**config.mk**
```make
export PLATFORM = sky130hd
export DESIGN_NAME = avalon_pio_irq
export DESIGN_NICKNAME = d
export VERILOG_FILES = /design/src/rtl/avalon_pio_irq.sv
export SDC_FILE = /design/constraint.sdc
export NUM_CORES = 1
export LEC_CHECK = 0
export ABC_AREA = 1
export CORE_MARGIN = 5
export CORE_UTILIZATION = 30
export DETAILED_ROUTE_END_ITERATION = 10
export GPL_ROUTABILITY_DRIVEN = 0
export PLACE_DENSITY_LB_ADDON = 0.15
export SLEW_MARGIN = 30
export SYNTH_ARGS = -nofsm -noshare
export SYNTH_HDL_FRONTEND = slang
export SYNTH_SLANG_ARGS = --single-unit
```
**constraint.sdc**
```tcl
create_clock -name clk_clk -period 1.65 [get_ports clk_clk]
set_clock_uncertainty 0.15 [all_clocks]
set_input_delay 0.165 -clock clk_clk [delete_from_list [all_inputs] [get_ports clk_clk]]
set_output_delay 0.165 -clock clk_clk [all_outputs]
set_load 0.01 [all_outputs]
```
**src/rtl/avalon_pio_irq.sv**
```systemverilog
`default_nettype none
// ============================================================================
//  Module   : avalon_pio_irq
//  Purpose  : Parametrised Avalon-MM GPIO peripheral. The input channel runs
//             raw pins through a synchroniser, a per-bit tick-sampled
//             debouncer and an edge detector. Captured edges are masked into
//             a registered level interrupt. The output channel is a register
//             with atomic set/clear write addresses.
//  Ports    : clk_clk         in   1          system clock
//             reset_reset_n   in   1          asynchronous active-low reset
//             avs_address     in   3          word address
//             avs_read        in   1          read strobe
//             avs_write       in   1          write strobe
//             avs_writedata   in   32         write data
//             avs_readdata    out  32         read data, 1-clock latency, held
//             pio_in_export   in   IN_WIDTH   raw asynchronous inputs
//             pio_out_export  out  OUT_WIDTH  output register
//             irq             out  1          level interrupt, active high
//  Register map (word addresses):
//             0 DATA   R  debounced inputs
//             1 OUT    RW output register
//             2 MASK   RW irq mask
//             3 EDGE   R  captured edges, W1C
//             4 OUTSET W  OUT |= wdata (reads 0)
//             5 OUTCLR W  OUT &= ~wdata (reads 0)
//             6-7      reserved, read 0
//  Revision : 1.0  initial release
// ============================================================================
module avalon_pio_irq #(
   parameter int IN_WIDTH         = 18,
   parameter int OUT_WIDTH        = 18,
   parameter int SYNC_STAGES      = 2,
   parameter int DEBOUNCE_CYCLES  = 50000,
   parameter int DEBOUNCE_SAMPLES = 3,
   parameter int EDGE_MODE        = 0,
   parameter logic [OUT_WIDTH-1:0] OUT_RESET = '0
) (
   input  logic                 clk_clk,
   input  logic                 reset_reset_n,
   input  logic [2:0]           avs_address,
   input  logic                 avs_read,
   input  logic                 avs_write,
   input  logic [31:0]          avs_writedata,
   output logic [31:0]          avs_readdata,
   input  logic [IN_WIDTH-1:0]  pio_in_export,
   output logic [OUT_WIDTH-1:0] pio_out_export,
   output logic                 irq
);

   localparam int                 c_pre_w      = (DEBOUNCE_CYCLES > 1) ? $clog2(DEBOUNCE_CYCLES) : 1;
   localparam logic [c_pre_w-1:0] c_pre_max    = c_pre_w'(DEBOUNCE_CYCLES - 1);
   localparam logic [c_pre_w-1:0] c_pre_one    = c_pre_w'(1);
   localparam logic [3:0]         c_samples_m1 = 4'(DEBOUNCE_SAMPLES - 1);

   localparam logic [2:0] c_addr_data   = 3'd0;
   localparam logic [2:0] c_addr_out    = 3'd1;
   localparam logic [2:0] c_addr_mask   = 3'd2;
   localparam logic [2:0] c_addr_edge   = 3'd3;
   localparam logic [2:0] c_addr_outset = 3'd4;
   localparam logic [2:0] c_addr_outclr = 3'd5;

   logic [SYNC_STAGES-1:0][IN_WIDTH-1:0] r_sync;
   logic [IN_WIDTH-1:0]                  w_sync;
   logic [c_pre_w-1:0]                   r_pre;
   logic                                 w_tick;
   logic [IN_WIDTH-1:0][3:0]             r_cnt;
   logic [IN_WIDTH-1:0]                  r_deb;
   logic [IN_WIDTH-1:0]                  r_deb_d;
   logic [IN_WIDTH-1:0]                  w_det;
   logic [IN_WIDTH-1:0]                  r_edge;
   logic [IN_WIDTH-1:0]                  r_mask;
   logic [OUT_WIDTH-1:0]                 r_out;
   logic                                 r_irq;
   logic [31:0]                          r_rdata;
   logic [31:0]                          w_rdata;
   logic [IN_WIDTH-1:0]                  w_wdata_in;
   logic [OUT_WIDTH-1:0]                 w_wdata_out;
   logic [IN_WIDTH-1:0]                  w_edge_clr;
   logic                                 w_unused_wdata;

   assign w_wdata_in     = avs_writedata[IN_WIDTH-1:0];
   assign w_wdata_out    = avs_writedata[OUT_WIDTH-1:0];
   // High write-data bits beyond the register widths are intentionally dropped.
   assign w_unused_wdata = &{1'b0, avs_writedata};

   // ------------------------------------------------------------------------
   // Input synchroniser: shift the raw pins through SYNC_STAGES flops.
   // ------------------------------------------------------------------------
   always_ff @(posedge clk_clk or negedge reset_reset_n) begin
      if (!reset_reset_n) begin
         r_sync <= '0;
      end else begin
         r_sync <= {r_sync[SYNC_STAGES-2:0], pio_in_export};
      end
   end

   assign w_sync = r_sync[SYNC_STAGES-1];

   // ------------------------------------------------------------------------
   // Debounce prescaler: one-clock tick each time it wraps.
   // ------------------------------------------------------------------------
   assign w_tick = (r_pre == c_pre_max);

   always_ff @(posedge clk_clk or negedge reset_reset_n) begin
      if (!reset_reset_n) begin
         r_pre <= '0;
      end else if (w_tick) begin
         r_pre <= '0;
      end else begin
         r_pre <= r_pre + c_pre_one;
      end
   end

   // ------------------------------------------------------------------------
   // Per-bit debouncer: a new level is accepted only after DEBOUNCE_SAMPLES
   // consecutive ticks that all disagree with the current debounced value.
   // Any agreeing tick restarts the count.
   // ------------------------------------------------------------------------
   always_ff @(posedge clk_clk or negedge reset_reset_n) begin
      if (!reset_reset_n) begin
         r_cnt <= '0;
         r_deb <= '0;
      end else if (w_tick) begin
         for (int i = 0; i < IN_WIDTH; i++) begin
            if (w_sync[i] != r_deb[i]) begin
               if (r_cnt[i] == c_samples_m1) begin
                  r_deb[i] <= w_sync[i];
                  r_cnt[i] <= 4'd0;
               end else begin
                  r_cnt[i] <= r_cnt[i] + 4'd1;
               end
            end else begin
               r_cnt[i] <= 4'd0;
            end
         end
      end
   end

   // ------------------------------------------------------------------------
   // Edge detection on the debounced value.
   // ------------------------------------------------------------------------
   generate
      if (EDGE_MODE == 0) begin : g_rise
         assign w_det = r_deb & ~r_deb_d;
      end else if (EDGE_MODE == 1) begin : g_fall
         assign w_det = ~r_deb & r_deb_d;
      end else begin : g_any
         assign w_det = r_deb ^ r_deb_d;
      end
   endgenerate

   assign w_edge_clr = (avs_write && (avs_address == c_addr_edge)) ? w_wdata_in : '0;

   // Clear is applied first so that a same-cycle detected edge wins.
   always_ff @(posedge clk_clk or negedge reset_reset_n) begin
      if (!reset_reset_n) begin
         r_deb_d <= '0;
         r_edge  <= '0;
         r_irq   <= 1'b0;
      end else begin
         r_deb_d <= r_deb;
         r_edge  <= (r_edge & ~w_edge_clr) | w_det;
         r_irq   <= |(r_edge & r_mask);
      end
   end

   // ------------------------------------------------------------------------
   // Writable registers.
   // ------------------------------------------------------------------------
   always_ff @(posedge clk_clk or negedge reset_reset_n) begin
      if (!reset_reset_n) begin
         r_out  <= OUT_RESET;
         r_mask <= '0;
      end else if (avs_write) begin
         case (avs_address)
            c_addr_out:    r_out  <= w_wdata_out;
            c_addr_mask:   r_mask <= w_wdata_in;
            c_addr_outset: r_out  <= r_out | w_wdata_out;
            c_addr_outclr: r_out  <= r_out & ~w_wdata_out;
            default:       ;
         endcase
      end
   end

   // ------------------------------------------------------------------------
   // Read path: the mux sees pre-write register values, so a simultaneous
   // read and write returns the old contents.
   // ------------------------------------------------------------------------
   always_comb begin
      w_rdata = '0;
      case (avs_address)
         c_addr_data: w_rdata[IN_WIDTH-1:0]  = r_deb;
         c_addr_out:  w_rdata[OUT_WIDTH-1:0] = r_out;
         c_addr_mask: w_rdata[IN_WIDTH-1:0]  = r_mask;
         c_addr_edge: w_rdata[IN_WIDTH-1:0]  = r_edge;
         default:     ;
      endcase
   end

   always_ff @(posedge clk_clk or negedge reset_reset_n) begin
      if (!reset_reset_n) begin
         r_rdata <= '0;
      end else if (avs_read) begin
         r_rdata <= w_rdata;
      end
   end

   assign avs_readdata   = r_rdata;
   assign pio_out_export = r_out;
   assign irq            = r_irq;

endmodule
`default_nettype wire

```
; Word level (Yosys, flattened, before mapping)
; Index checks and enable logic that the tools add are counted.
; W data, S select, Z words.
[classes]
n_addsub = 19
mux = 40
n_eq_ne = 42
n_reduce_logical = 24
bitwise = 9
[op_table]
columns = op, n
row1 = $mux W4, 36
row2 = $add A4 B1 Y4 const B, 18
row3 = $and A18 B18 Y18, 4
row4 = $eq A4 B2 Y1 const B, 18
row5 = $pmux W18 S4, 1
row6 = $not A18 Y18, 3
row7 = $pmux W18 S3, 1
row8 = $reduce_and A3 Y1, 18
row9 = $or A18 B18 Y18, 2
row10 = $mux W18, 1
row11 = $ne A1 B1 Y1, 18
row12 = $reduce_or A18 Y1, 1
row13 = $add A16 B1 Y16 const B, 1
row14 = $eq A16 B16 Y1 const B, 1
row15 = $mux W16, 1
row16 = $eq A3 B2 Y1 const B, 2
row17 = $eq A3 B3 Y1 const B, 2
row18 = $reduce_and A2 Y1, 2
row19 = $eq A3 B1 Y1 const B, 1
row20 = $logic_not A3 Y1, 1
row21 = $reduce_bool A3 Y1, 1
row22 = $logic_and A1 B1 Y1, 1
[totals]
output_inout_bits = 51
in_bits = 57
ff_bits = 233
word_cells = 179

; Logic depth before layout (Yosys ltp)
; Gate-level depths: netlist of the first run.
[logic_depth]
ltp_word = 6
depth_mapped = 9
mapped_depth_nobuf = 7

; Worst setup path before layout of the first run
; No wires, ideal clock.
[synth_path]
kind = flip-flop to flip-flop
startpoint = register r_pre[0]
endpoint = register r_deb[11]
n_path_buf = 1
setup_slack_ps = 31
required_time_ps = 1383
arrival_time_ps = 1352
path_stages_with_launch = 8
setup_time_ps = 117
synth_period_minus_slack_ps = 1619
cell_sequence = dfrtp_1 > ha_1 > nand3_1 > nor2_4 > buf_2 > nand3_1 > nand2_1 > nand2_1
[synth_via]
elab_chain_len = 2
[synth_lines]
columns = element, line_no
row1 = from (decl), 64  ; logic [c_pre_w-1:0] r_pre;
row2 = from (signal assigned), 110  ; r_pre <= r_pre + c_pre_one;
row3 = $eq A16 B16 Y1, 102  ; assign w_tick = (r_pre == c_pre_max);
row4 = $reduce_and A3 Y1 (no line), --
row5 = "to (signal, indexed assignment)", 127  ; r_deb[i] <= w_sync[i];
row6 = to (decl), 67  ; logic [IN_WIDTH-1:0] r_deb;
; No other way between the ends.
; A chain may end at the register's enable or synchronous reset.

; Final worst setup path of the first run
[layout_path]
startpoint = register r_pre[0]
endpoint = register r_cnt[48] in the netlist's numbering
[layout_via]
elab_chain_len = 1
[layout_lines]
columns = element, line_no
row1 = $eq A16 B16 Y1, 102
row2 = "to (signal, indexed assignment)", 130  ; r_cnt[i] <= r_cnt[i] + 4'd1;
row3 = to (decl), 66  ; logic [IN_WIDTH-1:0][3:0] r_cnt;
; No other way between the ends.

==> results.json, run 1 <==
{
  "rsz0062_at_grt": "yes",
  "avgRoutedWirePerCell_um": 13.7,
  "cts_buffers": 28,
  "fp-row-count": 71,
  "cts_root_buf": "clkbuf_16",
  "portBuffers": 79,
  "boundaryPins": 108,
  "setup_violations": 0,
  "cp_data_required_time_ns": 1.93,
  "wl_um": 28300,
  "cp-endpoint": "r_cnt[48]",
  "synth-compound-area-share_pct": 4.78,
  "area_growth_pct": 27.3,
  "worstPathArrival_ns": 1.91,
  "synthXorXnorAreaFrac_pct": 2.27,
  "synth-simple-area-share_pct": 30.4,
  "drv_cap": 0,
  "drt_iter0_drc": 444,
  "cp_top_family": "simple AND/OR/NAND/NOR gates",
  "synth_fa_ha_area_share_pct": 4.01,
  "crit_path_start_kind": "register",
  "initial_core_util_pct": 30.5,
  "synth_top_family_by_area": "simple AND/OR/NAND/NOR gates",
  "syn_avg_cell_area_um2": 8.28,
  "reg2regPathDepth": 7,
  "clock-sinks": 233,
  "clk_path_buf_depth": 3,
  "ys_top_cells_by_area": "dfrtp_1 (50%), nand2_1 (16%), nand3_1 (5.1%)",
  "path_clk_slew_ns": 0.06,
  "vdd_drop_max_uv": 593,
  "outcome": "complete, no violations",
  "synth.top_cell.area_share_pct": 50.5,
  "gr-total-overflow": 0,
  "path_depth": 7,
  "critPathSlowestCell": "dfrtp_1",
  "final_common_cell": "nand2_1",
  "yosysUniqueCellTypes": 31,
  "core_mm2": 0.0378,
  "grt_max_degree": 48,
  "path_buf_inv": 1,
  "utilization_pct": 38.8,
  "die_h_um": 206,
  "synth.ff_latch_count": 233,
  "drv_slew": 0,
  "placed_cell_area_mm2": 0.0133,
  "grt_pass1_wl_um": 46500,
  "dr.pass1.iters": 5,
  "min_from": "avs_address[0]",
  "period_minus_slack_ns": 1.63,
  "grt_antenna_before_repair": 0,
  "die-area_mm2": 0.0425,
  "yosysWarningCount": 0,
  "cp_cell_sequence": "ha_4, nand3_2, nor2_4, nand2_4, buf_12, nand2_1, nand2_1",
  "power_density_mw_per_mm2": 985,
  "cpPeakStageDelay_ns": 0.39,
  "cts_tree": "yes",
  "cp_common_cell": "nand2_1",
  "seqCellArea_mm2": 0.00583,
  "min_path_type": "in -> reg",
  "diodes": 0,
  "grt_usage_pct": 13.1,
  "synth_area_mm2": 0.0116,
  "dpl.hpwl_um": 19100,
  "vias": 9324,
  "drive_above_1_share_pct": 10.4,
  "fmax_ghz": 0.614,
  "synth.area.mux_share_pct": 0,
  "place_inst": 1990,
  "cp_max_fo": 26,
  "avgViaCountPerCell": 4.50,
  "multi_input_area_mm2": 0.00492,
  "final_cell_mix": "nand2_1 (480), dfrtp_1 (233), inv_1 (123)",
  "crit_start": "r_pre[0]",
  "regToRegEndpoint": "r_cnt[48]",
  "post-route-cell-area_mm2": 0.0147,
  "p_leak_uw": 0.00734,
  "ys_seq_area_share_pct": 50.5,
  "fin_cells": 2073,
  "final_antenna_net_count": 0,
  "cts_htree_levels": 1,
  "die_x_um": 206,
  "timing.final.crit_share_pct": 98.7,
  "finalHoldViolations": 0,
  "final.fill_count": 3899,
  "end_kind": "register",
  "yosys.area.top_type": "dfrtp_1",
  "drc_errors": 0,
  "critPathKind": "reg -> reg",
  "synthCells": 1396,
  "rr_startpoint": "r_pre[0]",
  "num-nets-final": 1634,
  "rrSetupSlack_ns": 0.02,
  "first_global_vias": 9013,
  "insertion_delay_ns": 0.55
}
sequential cells by signal, summed over array words and instances, names as in the netlist:
name and cells:
r_deb_d 18, r_cnt 72, avs_readdata 18, r_edge 18, irq 1, w_sync 18, r_sync 18, r_pre 16
r_deb 18, r_mask 18, pio_out_export 18
cell type report:
cell class,instances,area share [%]
tap,511,4.35
multi-input combinational,984,33.5
clock buffer,38,5.44
inverter,129,3.29
timing repair buffer,164,12.1
clock inverter,14,1.70
sequential,233,39.7
repair_timing:
item / 4_1_cts / 5_1_grt
buffers inserted: 5 / 4
hold endpoints to repair: 251 / 0
pin swaps: 2 / 6
hold buffers: 20 / 0
cloned: 0 / 4
endpoints found under the setup margin: 131 / 101
gates resized for setup: 42 / 23
worst min path at each step:
stage / slack [ns] / to / depth (start not counted)
floorplan: -0.28 / avs_readdata[0] / 0
global placement: -0.07 / pio_out_export[2] / 1
detailed placement: -0.07 / pio_out_export[1] / 1
CTS: 0.05 / r_edge[11] / 5
global route: 0.09 / r_edge[14] / 5
finish: 0.08 / r_edge[7] / 5
layer usage:
| layer | wire length (µm) | GRT usage (%) | vias up | part of all wire [%] |
|---|---|---|---|---|
| li1 | - | - | 4772 | - |
| met1 | 13500 | 18.2 | 4371 | 48 |
| met2 | 13000 | 21.3 | 144 | 46 |
| met3 | 1350 | 2.18 | 37 | 4.8 |
| met4 | 522 | 3.18 | 0 | 1.8 |
| met5 | 0 | 0 | - | 0 |
synthesized netlist by cell type:
cell type / n
nand2_1: 483
dfrtp_1: 233
inv_1: 125
nand3_1: 118
nand4_1: 74
o21ai_0: 64
nor2_1: 50
nor3_1: 40
ha_1: 37
o21ai_1: 26
buf_4: 25
buf_2: 23
xnor2_1: 18
a21oi_1: 17
or2_2: 15
xor2_1: 12
buf_6: 11
clkbuf_1: 4
nor2_4: 4
inv_2: 3
nand2_4: 3
nor2_2: 2
clkinv_1: 1
conb_1: 1
nand3_2: 1
nand3_4: 1
nand4_4: 1
nor2_8: 1
nor2b_1: 1
o21ai_2: 1
o21bai_1: 1
through the flow:
step                      total power (µW)  hold slack, ns  TNS, ns  setup slack, ns
final                                14500          0.0768        0           0.0216
after global routing                 15200          0.0914    -5.86          -0.0968
after CTS                            14800          0.0513        0          0.00398
after detailed placement              7740         -0.0733    -6.45           -0.108
after global placement                7720         -0.0745    -5.01           -0.128
after floorplan                       6950          -0.281        0           0.0311
power breakdown:
group          internal (µW)  leakage, µW  switching [µW]
Clock                   4470     0.000511            2450
Combinational            551      0.00375             695
Sequential              6060      0.00307             256
kinds of logic (layout without fill, tap and decap cells):
family,count (synthesis),in the layout
AND/OR/NAND/NOR,794,794
buffers and inverters,192,345
other,1,14
AO/OA/AOI/OAI,109,109
XOR/XNOR,30,30
adder cells (fa/ha/maj),37,37
flip-flops,233,233
worst register-to-register path, delay by kind of cell, from the launching register on:
kind,cells,cell delay [ns]
AND/OR/NAND/NOR,5,0.62
flip-flops,1,0.39
buffers and inverters,1,0.19
adder cells (fa/ha/maj),1,0.17
(Power assumes the default switching activity.)
==> inputs of run 2 (changes only) <==
- CORE_MARGIN: 5 -> default
==> run 2 against run 1 <==
Sequential share of layout area is 0.32 points lower. Worst hold slack worse by 0.0028 ns. Register-to-register slack worse by 0.02 ns. Critical endpoint is now r_cnt[52]. Core utilization is 0.41 points higher. Flip-flop and latch count stayed put. Final area is 0.83% higher. Combinational power hardly changed. The run now ends with negative setup slack left. Power is 4.5% lower. Clock-buffer cell count is 6 higher.
==> results.json, run 2 (same netlist as run 1, synthesis figures left out) <==
{
  "whs_path_depth": 5,
  "grt_usage_pct": 14.5,
  "clock-sinks": 233,
  "portBuffers": 79,
  "period_minus_slack_ns": 1.65,
  "whs_ns": 0.0740,
  "dr.pass1.iters": 5,
  "hold_path_end": "r_edge[7]",
  "crit_path_start_kind": "register",
  "grt_pass1_wl_um": 46400,
  "insertion_delay_ns": 0.55,
  "die_h_um": 198,
  "clk_path_buf_depth": 3,
  "cp_common_cell": "nand2_1",
  "power_uw": 13800,
  "grt_max_degree": 47,
  "diodes": 0,
  "final.fill_count": 3772,
  "regMostFlops": "r_cnt",
  "fp-row-count": 71,
  "cpPeakStageDelay_ns": 0.40,
  "critPathKind": "reg -> reg",
  "drt_iter0_drc": 470,
  "min_from": "avs_address[0]",
  "gr-total-overflow": 0,
  "rsz0062_at_grt": "yes",
  "worst_slack_ns": -0.00175,
  "final_cell_mix": "nand2_1 (455), dfrtp_1 (232), inv_1 (122)",
  "boundaryPins": 108,
  "cts_htree_levels": 1,
  "timing.final.crit_share_pct": 100,
  "wl_um": 28700,
  "final_common_cell": "nand2_1",
  "cp_top_family": "simple AND/OR/NAND/NOR gates",
  "path_clk_slew_ns": 0.05,
  "fmax_ghz": 0.605,
  "worstPathArrival_ns": 1.98,
  "fin_cells": 2084,
  "rrSetupSlack_ns": -0.002,
  "grt_antenna_before_repair": 0,
  "dpl.hpwl_um": 18400,
  "path_buf_inv": 3,
  "num-nets-final": 1645,
  "reg2regPathDepth": 9,
  "area_growth_pct": 28.3,
  "core_mm2": 0.0378,
  "cts_root_buf": "clkbuf_16",
  "setup_violations": 2,
  "largest_reg_flops": 72,
  "min_path_type": "in -> reg",
  "finalHoldViolations": 0,
  "die-area_mm2": 0.0393,
  "place_inst": 1992,
  "avgViaCountPerCell": 4.51,
  "final_antenna_net_count": 0,
  "cts_tree": "yes",
  "drive_above_1_share_pct": 12.4,
  "avgRoutedWirePerCell_um": 13.8,
  "drv_slew": 0,
  "drc_errors": 0,
  "utilization_pct": 39.3,
  "power_density_mw_per_mm2": 933,
  "cts_buffers": 29,
  "vias": 9396,
  "rr_startpoint": "r_pre[1]",
  "violations": "negative setup slack",
  "initial_core_util_pct": 30.6,
  "regToRegEndpoint": "r_cnt[52]",
  "critPathSlowestCell": "dfrtp_1",
  "cp_cell_sequence": "ha_4, nand2_2, inv_2, nand4_1, nor2_4, buf_12, clkbuf_16, nand2_1, nand2_1",
  "die_x_um": 198,
  "first_global_vias": 9080,
  "vdd_drop_max_uv": 672,
  "drv_cap": 0,
  "cp_data_required_time_ns": 1.98,
  "cp_max_fo": 8,
  "outcome": "finished, violations left",
  "p_leak_uw": 0.00747,
  "end_kind": "register"
}
-- run 2: worst max-delay path by stage --
stage,start,endpoint,depth (start not counted)
4_1_cts,r_pre[0],r_cnt[42],8
6_report,r_pre[1],r_cnt[52],9
5_1_grt,r_pre[1],r_cnt[52],9
3_5_place_dp,avs_address[2],avs_readdata[1],7
3_3_place_gp,avs_address[2],avs_readdata[1],7
2_1_floorplan,r_pre[0],r_deb[11],7
-- run 2: report_power, final --
group | internal, µW | leakage (µW) | switching [µW] | total [µW]
clock network | 3840 | 0.000469 | 2440 | 6280
registers | 6060 | 0.00307 | 252 | 6310
logic | 547 | 0.00393 | 689 | 1240
-- run 2: metrics by stage --
stage | setup slack, ns | instance area (µm²) | setup TNS, ns
after floorplan | 0.0311 | 11600 | 0
after global routing | -0.103 | 14800 | -6.70
after detailed placement | -0.124 | 13200 | -6.55
after CTS | -0.0141 | 14400 | -0.0520
after global placement | -0.136 | 13200 | -4.97
final | -0.00175 | 14800 | -0.00337
-- run 2: timing repair --
| action | 4_1_cts | 5_1_grt |
|---|---|---|
| setup buffers | 3 | 4 |
| endpoints found under the hold margin | 251 | 0 |
| cloned | 1 | 11 |
| hold buffers | 20 | 0 |
| setup endpoints to repair | 129 | 100 |
| pin swaps | 1 | 19 |
| resized for setup | 40 | 59 |
-- run 2: layout make-up --
class,instances,area [µm²],area share [%]
clock buffer,44,852,5.75
clock inverter,9,97.6,0.658
inverter,129,484,3.27
multi-input combinational,984,5000,33.8
sequential,233,5830,39.3
tap,511,639,4.31
timing repair buffer,174,1910,12.9
-- run 2: worst register-to-register path: cells and delay by family (launching register included) --
kind / cells / cell delay [ns]
simple gates: 5 / 0.48
flops: 1 / 0.40
buf+inv: 3 / 0.38
fa+ha+maj: 1 / 0.17
-- run 2: layer usage --
metal	up-vias	wire [µm]	GRT usage (%)
met5	-	0	0
met3	35	1160	2.10
met4	0	480	4.25
met1	4382	14000	19.7
li1	4807	-	-
met2	172	13100	23.8
==> inputs of run 3 (changes only) <==
- CORE_MARGIN: default -> 3
==> run 3 against run 2 <==
The run now ends clean. Register-to-register slack is essentially flat. First-iteration DRC count down 8.5%. Setup slack improved by 0.012 ns. Highest routed layer unchanged. Fmax up 0.75%. Sequential power barely moved. Critical path depth did not move. Final area decreased by 0.30%.
==> results.json, run 3 (same netlist as run 1, synthesis figures left out) <==
{
  "portBuffers": 79,
  "cts_tree": "yes",
  "placed_cell_area_mm2": 0.0132,
  "vdd_drop_max_uv": 591,
  "post-route-cell-area_mm2": 0.0148,
  "largest_reg_flops": 72,
  "insertion_delay_ns": 0.55,
  "die-area_mm2": 0.0409,
  "final_common_cell": "nand2_1",
  "finalHoldViolations": 0,
  "vias": 9415,
  "drv_cap": 0,
  "cts_root_buf": "clkbuf_16",
  "timing.final.crit_share_pct": 99.4,
  "final_cell_mix": "nand2_1 (463), dfrtp_1 (233), inv_1 (123)",
  "grt_usage_pct": 13.4,
  "end_kind": "register",
  "drc_errors": 0,
  "path_clk_slew_ns": 0.06,
  "diodes": 0,
  "num-nets-final": 1639,
  "cts_buffers": 29,
  "cp_max_fo": 14,
  "die_h_um": 202,
  "p_leak_uw": 0.00745,
  "grt_antenna_before_repair": 0,
  "fmax_ghz": 0.610,
  "min_path_type": "in -> reg",
  "p_sw_uw": 3450,
  "wl_um": 28100,
  "area_growth_pct": 27.9,
  "combPwrFrac_pct": 8.7,
  "drive_above_1_share_pct": 11.5,
  "dr.pass1.iters": 5,
  "cp_data_required_time_ns": 1.97,
  "initial_core_util_pct": 30.5,
  "utilization_pct": 39.0,
  "first_global_vias": 9125,
  "cp_cell_sequence": "ha_4, nand2_2, inv_2, nand4_1, nor2_4, buf_12, clkbuf_16, nand2_1, nand2_1",
  "worstPathArrival_ns": 1.96,
  "netSwitchingFraction_pct": 24.3,
  "avgRoutedWirePerCell_um": 13.5,
  "avgViaCountPerCell": 4.53,
  "cp_common_cell": "nand2_1",
  "cpPeakStageDelay_ns": 0.39,
  "drv_slew": 0,
  "period_minus_slack_ns": 1.64,
  "grt_pass1_wl_um": 46500,
  "setup_violations": 0,
  "final_antenna_net_count": 0,
  "critPathSlowestCell": "dfrtp_1",
  "core_mm2": 0.0378,
  "power_uw": 14200,
  "internal_power_uw": 10800,
  "clock-sinks": 233,
  "gr-total-overflow": 0,
  "rsz0062_at_grt": "yes",
  "regMostFlops": "r_cnt",
  "die_x_um": 202,
  "fp-row-count": 71,
  "seqPwrFrac_pct": 44.4,
  "clk_path_buf_depth": 3,
  "outcome": "complete, no violations",
  "cts_htree_levels": 1,
  "grt_max_degree": 57,
  "dpl.hpwl_um": 19000,
  "power_density_mw_per_mm2": 962,
  "critPathKind": "reg -> reg",
  "boundaryPins": 108,
  "crit_path_start_kind": "register",
  "power_frac_clock_pct": 46.8,
  "drt_iter0_drc": 430
}
-- run 3: cell count changes in the layout (fill, tap and decap cells not counted), sizes merged --
cell / previous run / this run
clkbuf: 51 / 45
buf: 70 / 66
clkinv: 7 / 10
bufinv: 2 / 4
clkinvlp: 1 / 0
inv: 128 / 129
-- run 3: worst paths after layout --
path	cells past startpoint	slack, ns	end	start
worst min register to register	0	0.19	w_sync[1]	r_sync[1]
worst min-delay path	3	0.11	r_mask[10]	avs_writedata[10]
worst max register to register	9	0.01	r_cnt[17]	r_pre[0]
max in group asynchronous	4	0.27	r_cnt[50]	reset_reset_n
worst max-delay path	9	0.01	r_cnt[17]	r_pre[0]
min in group asynchronous	3	0.53	r_mask[1]	reset_reset_n
-- run 3: area by class of cell --
cell class | instances | area [µm²]
Fill cell | 3831 | 23100
Sequential cell | 233 | 5830
Multi-Input combinational cell | 984 | 4970
Timing Repair Buffer | 168 | 1830
Clock buffer | 40 | 837
Tap cell | 511 | 639
Inverter | 129 | 484
Clock inverter | 14 | 181
-- run 3: layer usage --
layer  part of all wire, %  global-route usage (%)  vias up  wire, µm
met5                     0                       0        -         0
met4                   2.1                    3.14        0       581
met3                   4.3                    2.25       41      1210
met2                    45                    21.9      171     12700
met1                    48                    18.7     4408     13600
li1                      -                       -     4795         -
-- run 3: power by group through the flow --
stage / logic [µW] / clock network [µW] / registers, µW
floorplan: 542 / 0 / 6410
global placement: 1280 / 0 / 6430
global route: 1390 / 7150 / 6360
detailed placement: 1290 / 0 / 6430
CTS: 1270 / 6910 / 6320
finish: 1240 / 6660 / 6320
-- run 3: worst max-delay path, delay by kind of cell (launching register included) --
kind | cells | cell delay [ns]
simple gates | 5 | 0.46
fa+ha+maj | 1 | 0.18
buf+inv | 3 | 0.40
flops | 1 | 0.39
-- run 3: repair_timing --
item	CTS	global route
resized for setup	43	45
pin swaps	3	16
setup endpoints to repair	67	98
buffers inserted	3	8
hold endpoints to repair	251	0
cloned	0	5
hold buffers	20	0
-- run 3: per-stage QoR --
| step | TNS, ns | worst slack [ns] | std cells | hold WS, ns |
|---|---|---|---|---|
| finish | 0 | 0.0105 | 2079 | 0.112 |
| detailed placement | -3.91 | -0.170 | 1990 | -0.0388 |
| floorplan | 0 | 0.0311 | 1409 | -0.281 |
| global route | -3.95 | -0.0779 | 2079 | 0.127 |
| CTS | 0 | 0.0143 | 2067 | 0.0767 |
| global placement | -3.05 | -0.141 | 1990 | -0.0489 |
